`config.mk`:
```
export PLATFORM = sky130hd
export DESIGN_NAME = fetch_stage
export DESIGN_NICKNAME = d
export VERILOG_FILES = /design/src/rtl/fetch_stage.sv
export SDC_FILE = /design/constraint.sdc
export NUM_CORES = 1
export LEC_CHECK = 0
export ABC_AREA = 1
export BUFFER_PORTS_ARGS = -buffer_cell sky130_fd_sc_hd__buf_2
export CAP_MARGIN = 30
export CORE_MARGIN = 10
export CORE_UTILIZATION = 30
export DETAILED_ROUTE_END_ITERATION = 7
export GPL_ROUTABILITY_DRIVEN = 1
export SYNTH_ARGS = -nofsm -noshare
export SYNTH_HDL_FRONTEND = slang
export SYNTH_SLANG_ARGS = --single-unit
```
`constraint.sdc`:
```
create_clock -name clk -period 2.2 [get_ports clk]
set_input_delay 0.22 -clock clk [delete_from_list [all_inputs] [get_ports clk]]
set_output_delay 0.22 -clock clk [all_outputs]
set_load 0.01 [all_outputs]
```
`src/rtl/fetch_stage.sv`:
```
// Instruction fetch stage: PC owner, single-outstanding imem requests, IF/ID register.
// Optional misaligned-redirect trap enabled by defining FETCH_MISALIGN_CHECK_EN.
module fetch_stage #(
   parameter int              XLEN     = 32,
   parameter logic [XLEN-1:0] RESET_PC = '0
) (
   input  logic            clk,
   input  logic            rst_n,
   output logic            imem_req_valid,
   input  logic            imem_req_ready,
   output logic [XLEN-1:0] imem_req_addr,
   input  logic            imem_rsp_valid,
   input  logic [31:0]     imem_rsp_data,
   input  logic            redirect,
   input  logic [XLEN-1:0] redirect_pc,
   input  logic            stall,
   output logic            id_valid,
   output logic [31:0]     id_instr,
   output logic [6:0]      id_op,
   output logic [XLEN-1:0] id_pc,
   output logic [XLEN-1:0] id_pc_plus4,
   output logic            fetch_fault
);

   localparam logic [2:0] S_IDLE  = 3'd0;
   localparam logic [2:0] S_REQ   = 3'd1;
   localparam logic [2:0] S_WAIT  = 3'd2;
   localparam logic [2:0] S_HOLD  = 3'd3;
   localparam logic [2:0] S_DRAIN = 3'd4;
   localparam logic [2:0] S_FAULT = 3'd5;

   logic [2:0]      r_state;
   logic [XLEN-1:0] r_pc;
   logic            r_id_valid;
   logic [31:0]     r_id_instr;
   logic [XLEN-1:0] r_id_pc;
   logic            r_hold_valid;
   logic [31:0]     r_hold_instr;
   logic [XLEN-1:0] r_hold_pc;
   logic            r_fault;

   logic [2:0]      w_state_n;
   logic [XLEN-1:0] w_pc_n;
   logic            w_id_valid_n;
   logic [31:0]     w_id_instr_n;
   logic [XLEN-1:0] w_id_pc_n;
   logic            w_hold_valid_n;
   logic [31:0]     w_hold_instr_n;
   logic [XLEN-1:0] w_hold_pc_n;
   logic            w_fault_n;

   logic            w_free;
   logic [XLEN-1:0] w_pc_plus4;
   logic [XLEN-1:0] w_tgt;
   logic            w_misalign;

   assign w_free     = !r_id_valid || !stall;
   assign w_pc_plus4 = r_pc + XLEN'(4);

`ifdef FETCH_MISALIGN_CHECK_EN
   assign w_tgt      = redirect_pc;
   assign w_misalign = redirect && (redirect_pc[1:0] != 2'b00);
`else
   // Low bits are dropped so every fetch stays word aligned.
   assign w_tgt      = redirect_pc & ~XLEN'(3);
   assign w_misalign = 1'b0;
`endif

   always_comb begin
      w_state_n      = r_state;
      w_pc_n         = r_pc;
      w_id_valid_n   = r_id_valid;
      w_id_instr_n   = r_id_instr;
      w_id_pc_n      = r_id_pc;
      w_hold_valid_n = r_hold_valid;
      w_hold_instr_n = r_hold_instr;
      w_hold_pc_n    = r_hold_pc;
      w_fault_n      = r_fault;

      if (r_id_valid && !stall)
         w_id_valid_n = 1'b0;

      unique case (r_state)
         S_IDLE: w_state_n = S_REQ;
         S_REQ: begin
            if (imem_req_ready)
               w_state_n = S_WAIT;
         end
         S_WAIT: begin
            if (imem_rsp_valid) begin
               w_pc_n = w_pc_plus4;
               if (w_free) begin
                  w_id_valid_n = 1'b1;
                  w_id_instr_n = imem_rsp_data;
                  w_id_pc_n    = r_pc;
                  w_state_n    = S_REQ;
               end else begin
                  w_hold_valid_n = 1'b1;
                  w_hold_instr_n = imem_rsp_data;
                  w_hold_pc_n    = r_pc;
                  w_state_n      = S_HOLD;
               end
            end
         end
         S_HOLD: begin
            if (!stall) begin
               w_id_valid_n   = 1'b1;
               w_id_instr_n   = r_hold_instr;
               w_id_pc_n      = r_hold_pc;
               w_hold_valid_n = 1'b0;
               w_state_n      = S_REQ;
            end
         end
         S_DRAIN: begin
            if (imem_rsp_valid)
               w_state_n = S_REQ;
         end
         S_FAULT: w_id_valid_n = 1'b0;
         default: w_state_n = S_IDLE;
      endcase

      // Redirect wins over stall and any load computed above.
      if (redirect && (r_state != S_FAULT)) begin
         w_pc_n         = w_tgt;
         w_id_valid_n   = 1'b0;
         w_hold_valid_n = 1'b0;
         unique case (r_state)
            S_REQ:   w_state_n = imem_req_ready ? S_DRAIN : S_REQ;
            S_WAIT:  w_state_n = imem_rsp_valid ? S_REQ : S_DRAIN;
            S_DRAIN: w_state_n = imem_rsp_valid ? S_REQ : S_DRAIN;
            default: w_state_n = S_REQ;
         endcase
         if (w_misalign) begin
            w_fault_n = 1'b1;
            w_state_n = S_FAULT;
         end
      end
   end

   always_ff @(posedge clk or negedge rst_n) begin
      if (!rst_n) begin
         r_state      <= S_IDLE;
         r_pc         <= RESET_PC;
         r_id_valid   <= 1'b0;
         r_id_instr   <= '0;
         r_id_pc      <= '0;
         r_hold_valid <= 1'b0;
         r_hold_instr <= '0;
         r_hold_pc    <= '0;
         r_fault      <= 1'b0;
      end else begin
         r_state      <= w_state_n;
         r_pc         <= w_pc_n;
         r_id_valid   <= w_id_valid_n;
         r_id_instr   <= w_id_instr_n;
         r_id_pc      <= w_id_pc_n;
         r_hold_valid <= w_hold_valid_n;
         r_hold_instr <= w_hold_instr_n;
         r_hold_pc    <= w_hold_pc_n;
         r_fault      <= w_fault_n;
      end
   end

   assign imem_req_valid = (r_state == S_REQ);
   assign imem_req_addr  = r_pc;
   assign id_valid       = r_id_valid;
   assign id_instr       = r_id_instr;
   assign id_op          = r_id_instr[6:0];
   assign id_pc          = r_id_pc;
   assign id_pc_plus4    = r_id_pc + XLEN'(4);
   assign fetch_fault    = r_fault;

endmodule

```
=== Yosys cells after proc, flatten, opt, wreduce, memory -nomap -nowiden ===
Cells that the tools add are included.

* Equality and inequality tests: 14
* Bitwise operators: 1
* Reductions and logical operators: 14
* $add $sub $neg: 2
* Multiplexer cells: 27

{| class="wikitable"
|+ Operator list
! kind !! number
|-
| $mux 32 || 9
|-
| $pmux 32 s2 || 2
|-
| $add 32x3->32 const B || 2
|-
| $mux 3 || 7
|-
| $pmux 3 s6 || 1
|-
| $ne 3x3->1 const B || 4
|-
| $ne 2x2->1 const B || 4
|-
| $eq 3x2->1 const B || 2
|-
| $eq 3x3->1 const B || 2
|-
| $pmux 3 s2 || 1
|-
| $reduce_bool 2->1 || 3
|-
| $mux 1 || 5
|-
| $reduce_and 5->1 || 1
|-
| $reduce_and 4->1 || 1
|-
| $eq 3x1->1 const B || 1
|-
| $logic_not 3->1 || 1
|-
| $ne 3x1->1 const B || 1
|-
| $pmux 1 s3 || 1
|-
| $reduce_and 3->1 || 1
|-
| $logic_and 1x1->1 || 2
|-
| $logic_not 1->1 || 2
|-
| $mux 2 || 1
|-
| $reduce_and 2->1 || 1
|-
| $reduce_or 2->1 || 1
|-
| other kinds (2) || 2
|}

* Bits in registers: 164
* Bits of input ports: 70
* Output and inout port bits: 138
* Word-level logic and storage cells: 65

=== Longest topological paths before layout ===
Gate-level depths: netlist of run 1.

* Depth in word-level cells: 7
* Gate-level depth with buffers: 10
* Gate-level depth less buffers: 10

=== Least setup slack after synthesis of run 1 ===
Ideal clock, no wire load.

* Kind: reg2out
* Start: register r_id_pc[2], in the netlist id_pc[2]
* End: output id_pc_plus4[18]
* Arrival: 1586 ps
* Cell stages (with the launch flop): 9
* Path slack: 394 ps
* Buffers on the path: 0
* Data required time: 1980 ps
* Cell sequence: dfrtp_1 > ha_1 > inv_1 > nor2_2 > nand3_1 > nor2_1 > nand2_1 > nor2_2 > xor2_1

* Longest elaborated chain between the ends: 1

{| class="wikitable"
|+ Ends and longest elaborated chain
! what !! line !! RTL
|-
| start, declared || 36 || <nowiki>logic [XLEN-1:0] r_id_pc;</nowiki>
|-
| start signal, assigned || 156 || <nowiki>r_id_pc <= w_id_pc_n;</nowiki>
|-
| $add 32x3->32 || 170 || <nowiki>assign id_pc_plus4 = r_id_pc + XLEN'(4);</nowiki>
|-
| end, declared || 21 || <nowiki>output logic [XLEN-1:0] id_pc_plus4,</nowiki>
|}

Every way passes these cells.

=== Final worst setup path of run 1 ===
* Start: register r_id_pc[3], in the netlist id_pc[3]
* End: output id_pc_plus4[18]

The elaborated chain is that of the path after synthesis.

==> results.md, run 1 <==
- The number of levels the H-tree was split into is 4.
- Yosys mapped the design onto 32 distinct sky130hd cell types.
- The worst pin sits at a relative slew slack of between 50% and 60%.
- The proportion of netlist area held by the largest area contributor is 47.0%.
- For the pin with the worst max-slew slack, the measured transition is 0.669 ns.
- From left edge to right edge, the die measures 187 um.
- After layout, the worst path uses between 90% and 100% of the clock period.
- The final-stage net count is around 1400.
- The setup total negative slack is 0 ns.
- The power spent charging and discharging nets is about 5.7 mW.
- The destination of the worst hold path is imem_req_addr[20].
- During placement, the flow inserted port buffers numbering a little under 200.
- The number of antenna-violating nets in the routed design is 0.
- The total CTS buffers is 17.
- Summed over all layers, the routed wires come to ~26000 um.
- The cell count after synthesis is about 1100.
- The fraction of final layout cells with drive strength greater than 1 is roughly a quarter.
- Summing all non-filler instances in the final layout gives an area of around 0.011 mm2.
- The signal on the critical path passes through ha_4 -> inv_4 -> nor2_4 -> nand3_4 -> nor2_4 -> nand2_4 -> nor2_4 -> xor2_1 -> buf_2.
- The met2 usage in global routing is 22.3%.
- After layout, the design draws a total of approximately 14 mW.
- Hold timing on the final database bottoms out at a slack of just under 0.02 ns.
- The final-report hold violation count came to 0.
- The largest fanout on the critical path is 3.
- The total via count in the routed design is 7832.
- Setup repair after global routing could not meet its margin everywhere.
- Yosys mapped a number of flops with a built-in enable equal to 0.
- The Yosys step of the flow raised 0 warnings.
- The clock reaches the later pin of the worst-skew pair after around 0.42 ns.
- Across the VDD grid, the largest voltage drop is between 0.0004 and 0.0005 V.
- Internal power comes to ~7.8 mW.
- In this run the static leakage power is about 5.4 nW.
- The max-slew violation total from the final report is 0.
- The largest incremental delay on the critical path is 0.39 ns.
- The worst register-to-register path begins at r_state[2].
- The total standard cell area after synthesis is 0.00841 mm2.
- Dividing the detail-routed via count by the number of cells gives roughly 4.6.
- In this run the register-to-register setup slack is roughly 0.31 ns.
- Derived from the worst setup path, the maximum achievable clock frequency is 0.467 GHz.
- The global-route wire length before repair is 42600 um.
- For this design the ratio of total power to cell area is about 1300 mW/mm2.
- The total congestion overflow is 0.
- After legalization and detailed placement, the total HPWL measured just under 20000 um.
- The number of violations reported at the end of detailed-routing iteration 0 is about 660.
- The flip-flop and latch count after synthesis is around 160.
- The total cell area at the placement stage is between 0.009 and 0.01 mm2.
- Entering global routing, the biggest net connects roughly 130 pins.
- The congestion estimate from routability-driven global placement came to 0.902.
- The worst hold path begins at redirect_pc[20].
- Global routing consumed, on the met3 layer, approximately 3.7% of the routing resources.
- Setup violations remaining at the end of the flow were counted as 0.
- approximately 210 I/O pins were placed.
- The count of cells in the finished layout, fillers not included, comes to about 1700.
- The critical path is of the reg2out type.
- The worst hold path was traced through 3 stages.
- The overall die height is roughly 190 um.
- Averaged over all synthesized cells, the footprint is between 7 and 8 um2.
- The data required time at the worst endpoint is between 1.5 and 2 ns.
- The placeable core region is about 0.028 mm2.
- The clock-pin transition on the worst setup and hold timing paths is about 0.060 ns.
- At the worst endpoint, the arrival time is about 1.9 ns.
- The TritonCTS clock tree is yes.
- The floorplan step defined a die boundary enclosing 0.0351 mm2.
- The end of the worst register-to-register path is imem_req_addr[23].
- The root buffer cell is clkbuf_16.
- The worst setup path is launched from a register.
- The cell with the largest stage delay on the worst path is dfrtp_1.
- In the synthesized netlist the dominant register cell turns out to be dfrtp_1.
- Per report_power, the combinational group accounts for 39.9% of the total.
- The routing usage on met1 is roughly 21%.
- For this run, the share of the core covered by cells in the final layout is between 30% and 40%.
- The average wire per standard cell is approximately 15 um.
- The number of global-route vias before repair is 7737.
- The net switching fraction of the power is 42.1%.
- The worst-case setup margin in the final layout is roughly 0.060 ns.
- The count of TritonRoute iterations in the first routing pass is 6.
- The most area-hungry cell type in the Yosys netlist is dfrtp_1.
- The share of power burned in the clock network is 22.6%.
- Prior to clock tree synthesis, the placed netlist has a worst setup slack of around 0.19 ns.
- The number of antenna violations at the first check in global routing is 0.
- Row generation in the floorplan step produced 61 rows.
- The async set-reset flop share out of synthesis is 100%.
- The final critical-path required period is 2.14 ns.
- The final clock skew is about 0.011 ns.
- The global router's overall resource usage is between 10% and 20%.
- The category of the worst setup path capture point is an output pin.
- The path category of the worst min-delay check is in2reg.
- The initial utilization of the core area, before any placement, comes to a little under a third.
- The area added between synthesis and finish is 26.5%.
- The count of antenna diodes in the layout is 0.
- The max-cap violation count is 0.
- The remaining routing DRC violations is 0.
- The total clock sinks is between 150 and 200.
- By area the synthesized netlist is led by dfrtp_1, nand2_1, o21ai_0.
- Counting along the longest clock path gives a buffer depth of 2.
- The critical path's most frequent cell is nor2_4.
- Sequential elements use between 40% and 50% of the synthesized area.
- In this run the most used layer during global routing was met2.
- Of the total power, registers draw 37.4%.
- In this run, placement finished with an instance count of ~1700.
- For the worst flop-to-flop path, the logic depth is 7.
- The flow ran to the end, and the final reports show no timing, DRC or antenna violations.
## synthesized netlist by cell type (6+ instances only)
| cell type | instances |
|---|---|
| nand2_1 | 367 |
| dfrtp_1 | 158 |
| o21ai_0 | 155 |
| inv_1 | 106 |
| nor2_1 | 70 |
| o21ai_1 | 50 |
| nand3_1 | 49 |
| xor2_1 | 30 |
| buf_4 | 23 |
| nor3_1 | 21 |
| clkbuf_1 | 19 |
| buf_2 | 15 |
| nand4_1 | 9 |
| a21oi_1 | 8 |
| o21bai_1 | 8 |
| xnor2_1 | 6 |
## worst max path at each step
stage,from,to,slack [ns],depth (start not counted)
6_report,id_pc[3],id_pc_plus4[18],0.06,9
5_1_grt,id_pc[3],id_pc_plus4[26],-0.06,11
4_1_cts,id_pc[14],id_pc_plus4[20],-0.04,6
3_5_place_dp,id_pc[2],id_pc_plus4[26],0.19,11
3_3_place_gp,id_pc[2],id_pc_plus4[18],0.22,9
2_1_floorplan,id_pc[2],id_pc_plus4[18],0.39,8
## metal layers
layer | part of all wire [%] | up-vias
met5 | 0 | -
met4 | 1.4 | 0
met3 | 6.8 | 26
met2 | 43 | 258
met1 | 49 | 3585
li1 | - | 3963
## critical path, delay by kind of cell, from the launching register on
family                     cells  cell delay (ns)
DFF                            1             0.39
buffers and inverters          2             0.20
adders and majority gates      1             0.17
and+or+nand+nor                5             0.57
xor gates and xnor gates       1             0.16
## registers in the layout, indices dropped and copies added, names as in the netlist
register / flops
id_instr: 32
id_valid: 1
r_hold_pc: 30
id_pc: 30
imem_req_addr: 30
r_hold_instr: 32
r_state: 3
## power groups by stage
stage               logic (mW)  clock network [mW]  registers, mW
floorplan                 2.89                   0           5.14
global placement          5.28                   0           5.02
detailed placement        5.35                   0           5.06
CTS                       5.42                3.16           5.04
global route              6.18                3.28           5.26
finish                    5.41                3.07           5.08
## repair_timing
action | CTS | global route
setup buffers | 1 | 4
endpoints found under the hold margin | 53 | 0
gates resized for setup | 20 | 36
endpoints found under the setup margin | 11 | 18
hold buffers | 1 | 0
pin swaps | 3 | 7
## logic make-up after synthesis
family | synth area share, %
AOI/OAI and AO/OA | 14.1
xor gates and xnor gates | 3.75
adders and majority gates | 0.298
buffers and inverters | 9.24
DFF | 47.0
other | 0.0446
and+or+nand+nor | 25.5
## placed cells by master (no fill, tap or decap), types with 4 or more instances in the layout
cell type / n
nor3_1: 12
xor2_1: 30
nor2_2: 9
dfrtp_1: 143
nand2_2: 8
nand4_1: 9
buf_12: 7
o21ai_1: 50
nor2_4: 5
a21oi_1: 8
nor2_1: 61
nand3_1: 46
nand2_1: 362
xnor2_1: 6
o21ai_0: 155
clkbuf_16: 17
conb_1: 7
o21bai_1: 8
dfrtp_2: 15
inv_1: 104
buf_2: 197
nor3_2: 7
buf_4: 19
inv_2: 4
## final cells by class
| type | instances | area, um2 |
|---|---|---|
| well taps | 378 | 473 |
| clock inverters | 12 | 159 |
| inverters | 110 | 417 |
| multi-input cells | 803 | 3880 |
| flip-flops and latches | 158 | 3970 |
| clock buffers | 20 | 447 |
| repair buffers | 225 | 1290 |
| fillers | 2925 | 17100 |
Note: power is estimated with default switching activity, not from simulation.
==> run 2, diff against run 1 <==
Settings changed: RECOVER_POWER from default to 100.
==> run 2 against run 1 <==
  * The run now ends with max-capacitance violations, max-slew violations left
  * Hold slack about the same
  * Sequential share of layout area up 0.28 points
  * Final area down 0.75%
  * Routed wire length about the same
  * Via count up 0.15%
  * Power down 0.72%
  * Cell count unchanged
==> results.md, run 2 (synthesized netlist as in run 1, its figures left out) <==
- Run status: complete, but fails checks (was complete, no violations).
- The final reports fail on max-capacitance violations, max-slew violations.
- The total clock sinks is 158 (unchanged).
- The category of the worst setup path capture point is an output pin (unchanged).
- The global-route wire length before repair came to 42600 um (unchanged).
- The max-cap violation count came to 1 (was 0).
- The largest fanout on the critical path is 3 (unchanged).
- The worst-case setup margin in the final layout is 0.0609 ns (was 0.0599 ns).
- The final critical-path required period is 2.14 ns (about the same).
- The average wire per standard cell was 15.4 um (about the same).
- The effective utilization at floorplan was 30.3% (unchanged).
- The cell with the largest stage delay on the worst path is dfrtp_1 (unchanged).
- The worst hold margin was 0.0190 ns (was 0.0193 ns).
- The storage element area was 0.00397 mm2 (unchanged).
- The insertion delay of the later-clocked pin in the worst-skew pair is 0.42 ns (about the same).
- The placeable core region is 0.0277 mm2 (unchanged).
- The total congestion overflow was 0 (unchanged).
- The highest clock rate came to 0.467 GHz (about the same).
- The count of antenna diodes in the layout is 0 (unchanged).
- The number of global-route vias before repair is 7737 (unchanged).
- The number of antenna violations at the first check in global routing came to 0 (unchanged).
- The final number of setup-violating endpoints is 0 (unchanged).
- The leading cell type in the layout, fill and taps excluded is nand2_1 (unchanged).
- The area enclosed by the die boundary was 0.0351 mm2 (unchanged).
- The multi-input gate area in the final layout is 0.00388 mm2 (unchanged).
- The number of violations reported at the end of detailed-routing iteration 0 is 690 (was 656).
- The row count is 61 (unchanged).
- The number of levels the H-tree was split into was 4 (unchanged).
- The critical path's most frequent cell was nor2_4 (unchanged).
- The routing usage on met1 came to 20.6% (unchanged).
- The met3 track utilization from global routing is 3.75% (unchanged).
- The root buffer cell is clkbuf_16 (unchanged).
- The via-per-instance ratio came to 4.60 (was 4.59).
- The data required time at the worst endpoint is 1.98 ns (about the same).
- The path category of the worst min-delay check is in2reg (unchanged).
- The setup total negative slack came to 0 ns (unchanged).
- The number of antenna-violating nets in the routed design is 0 (unchanged).
- The final-stage net count is 1387 (unchanged).
- The startpoint class of the critical path was a register (unchanged).
- The slew of the pin with the lowest slew margin is 1.56 ns (was 0.669 ns).
- The setup slack on the worst flop-to-flop path is 0.33 ns (was 0.31 ns).
- The final core area utilization is 38.1% (was 38.4%).
- The static power due to leakage is 5.27 nW (was 5.43 nW).
- The pin count of the biggest net entering global routing is 125 (unchanged).
- The overall die height is 187 um (unchanged).
- The sum of net half-perimeters after detailed placement is 19800 um (unchanged).
- The largest incremental delay on the critical path is 0.39 ns (about the same).
- The count of port buffers added during placement was 198 (unchanged).
- The number of buffers on the longest clock path is 2 (unchanged).
- The worst setup slack before clock tree synthesis was 0.192 ns (unchanged).
- Most used cells in the layout excluding fill and tap cells: nand2_1, o21ai_0, buf_2 (was nand2_1, buf_2, o21ai_0).
- The clock-pin transition on the worst setup and hold timing paths was 0.06 ns (about the same).
- The final period utilization was 97.2% (was 97.3%).
- The global router's overall resource usage came to 14.8% (unchanged).
- The final clock skew is 0.0116 ns (was 0.0108 ns).
- The fill cell instance count of the final layout is 2944 (was 2925).
- Critical Path, Cell by Cell: ha_4 -> inv_4 -> nor2_4 -> nand3_4 -> nor2_4 -> nand2_4 -> nor2_4 -> xor2_1 -> buf_2 (unchanged).
- The post-layout instance area came to 0.0106 mm2 (about the same).
- Unrepaired setup endpoints after global routing: yes (unchanged).
- The count of TritonRoute iterations in the first routing pass is 5 (was 6).
- The fraction of final layout cells with drive strength greater than 1 is 20.0% (was 23.6%).
- The met2 usage in global routing came to 22.3% (unchanged).
- The peak supply drop is 0.000433 V (was 0.000432 V).
- The power density over cell area is 1270 mW/mm2 (about the same).
- The total via count in the routed design is 7844 (was 7832).
- The area added between synthesis and finish came to 25.6% (was 26.5%).
- The I/O pin total came to 208 (unchanged).
- The max-slew violation total from the final report was 58 (was 0).
- The worst setup path category is reg2out (unchanged).
- The most used routing layer is met2 (unchanged).
- The signal arrival time at the worst endpoint is 1.92 ns (about the same).
- The remaining routing DRC violations came to 0 (unchanged).
- The TritonCTS clock tree is yes (unchanged).
- The total CTS buffers is 17 (unchanged).
- The total cell area at the placement stage is 0.00980 mm2 (unchanged).
- The worst slew slack as a fraction of its limit is -4.05% (was 55.2%).
- The placer congestion estimate is 0.902 (unchanged).
- The total detailed-routing wirelength was 26300 um (was 26200 um).
- The width of the die came to 187 um (unchanged).
- The final-report hold violation count is 0 (unchanged).
run 2: repair_timing:
| action | 4_1_cts | 5_1_grt |
|---|---|---|
| hold endpoints to repair | 53 | 0 |
| pin swaps | 3 | 7 |
| gates cloned | 0 | 0 |
| setup endpoints to repair | 11 | 18 |
| hold buffers | 1 | 0 |
| buffers inserted | 1 | 4 |
| resized for setup | 20 | 36 |
run 2: worst max-delay path, delay by kind of cell (launching register included):
| kind | cells | cell delay [ns] |
|---|---|---|
| and+or+nand+nor | 5 | 0.57 |
| DFF | 1 | 0.39 |
| buffers and inverters | 2 | 0.20 |
| adders and majority gates | 1 | 0.17 |
| xor gates and xnor gates | 1 | 0.16 |
run 2: report_power, final:
part           leakage (nW)  internal, mW  switching, mW
clock network         0.291          1.83           1.24
logic                  2.95          1.94           3.37
registers              2.03          3.98           1.11
run 2: layout make-up:
class,instances,area share (%)
Clock buffer,20,4.23
Clock inverter,12,1.51
Inverter,110,3.95
Multi-Input combinational cell,803,36.8
Sequential cell,158,37.6
Tap cell,378,4.48
Timing Repair Buffer,225,11.5
run 2: final timing paths:
path,cells past startpoint,to,startpoint
hold / removal,3,imem_req_addr[26],redirect_pc[26]
min in group asynchronous,2,id_instr[8],rst_n
setup / recovery,9,id_pc_plus4[18],id_pc[3]
hold reg to reg,2,r_hold_pc[9],r_hold_pc[9]
max in group asynchronous,3,imem_req_addr[28],rst_n
setup reg to reg,9,imem_req_addr[27],imem_req_addr[2]
run 2: routing by layer:
| layer | vias up | part of all wire (%) |
|---|---|---|
| li1 | 3967 | - |
| met1 | 3599 | 50 |
| met2 | 254 | 43 |
| met3 | 24 | 6.2 |
| met4 | 0 | 1.4 |
| met5 | - | 0 |
run 2: per-stage QoR:
step                      instances  total power [mW]
after floorplan                1132              8.02
after global placement         1668              10.3
after detailed placement       1668              10.4
after CTS                      1702              13.6
after global routing           1706              14.6
final                          1706              13.5
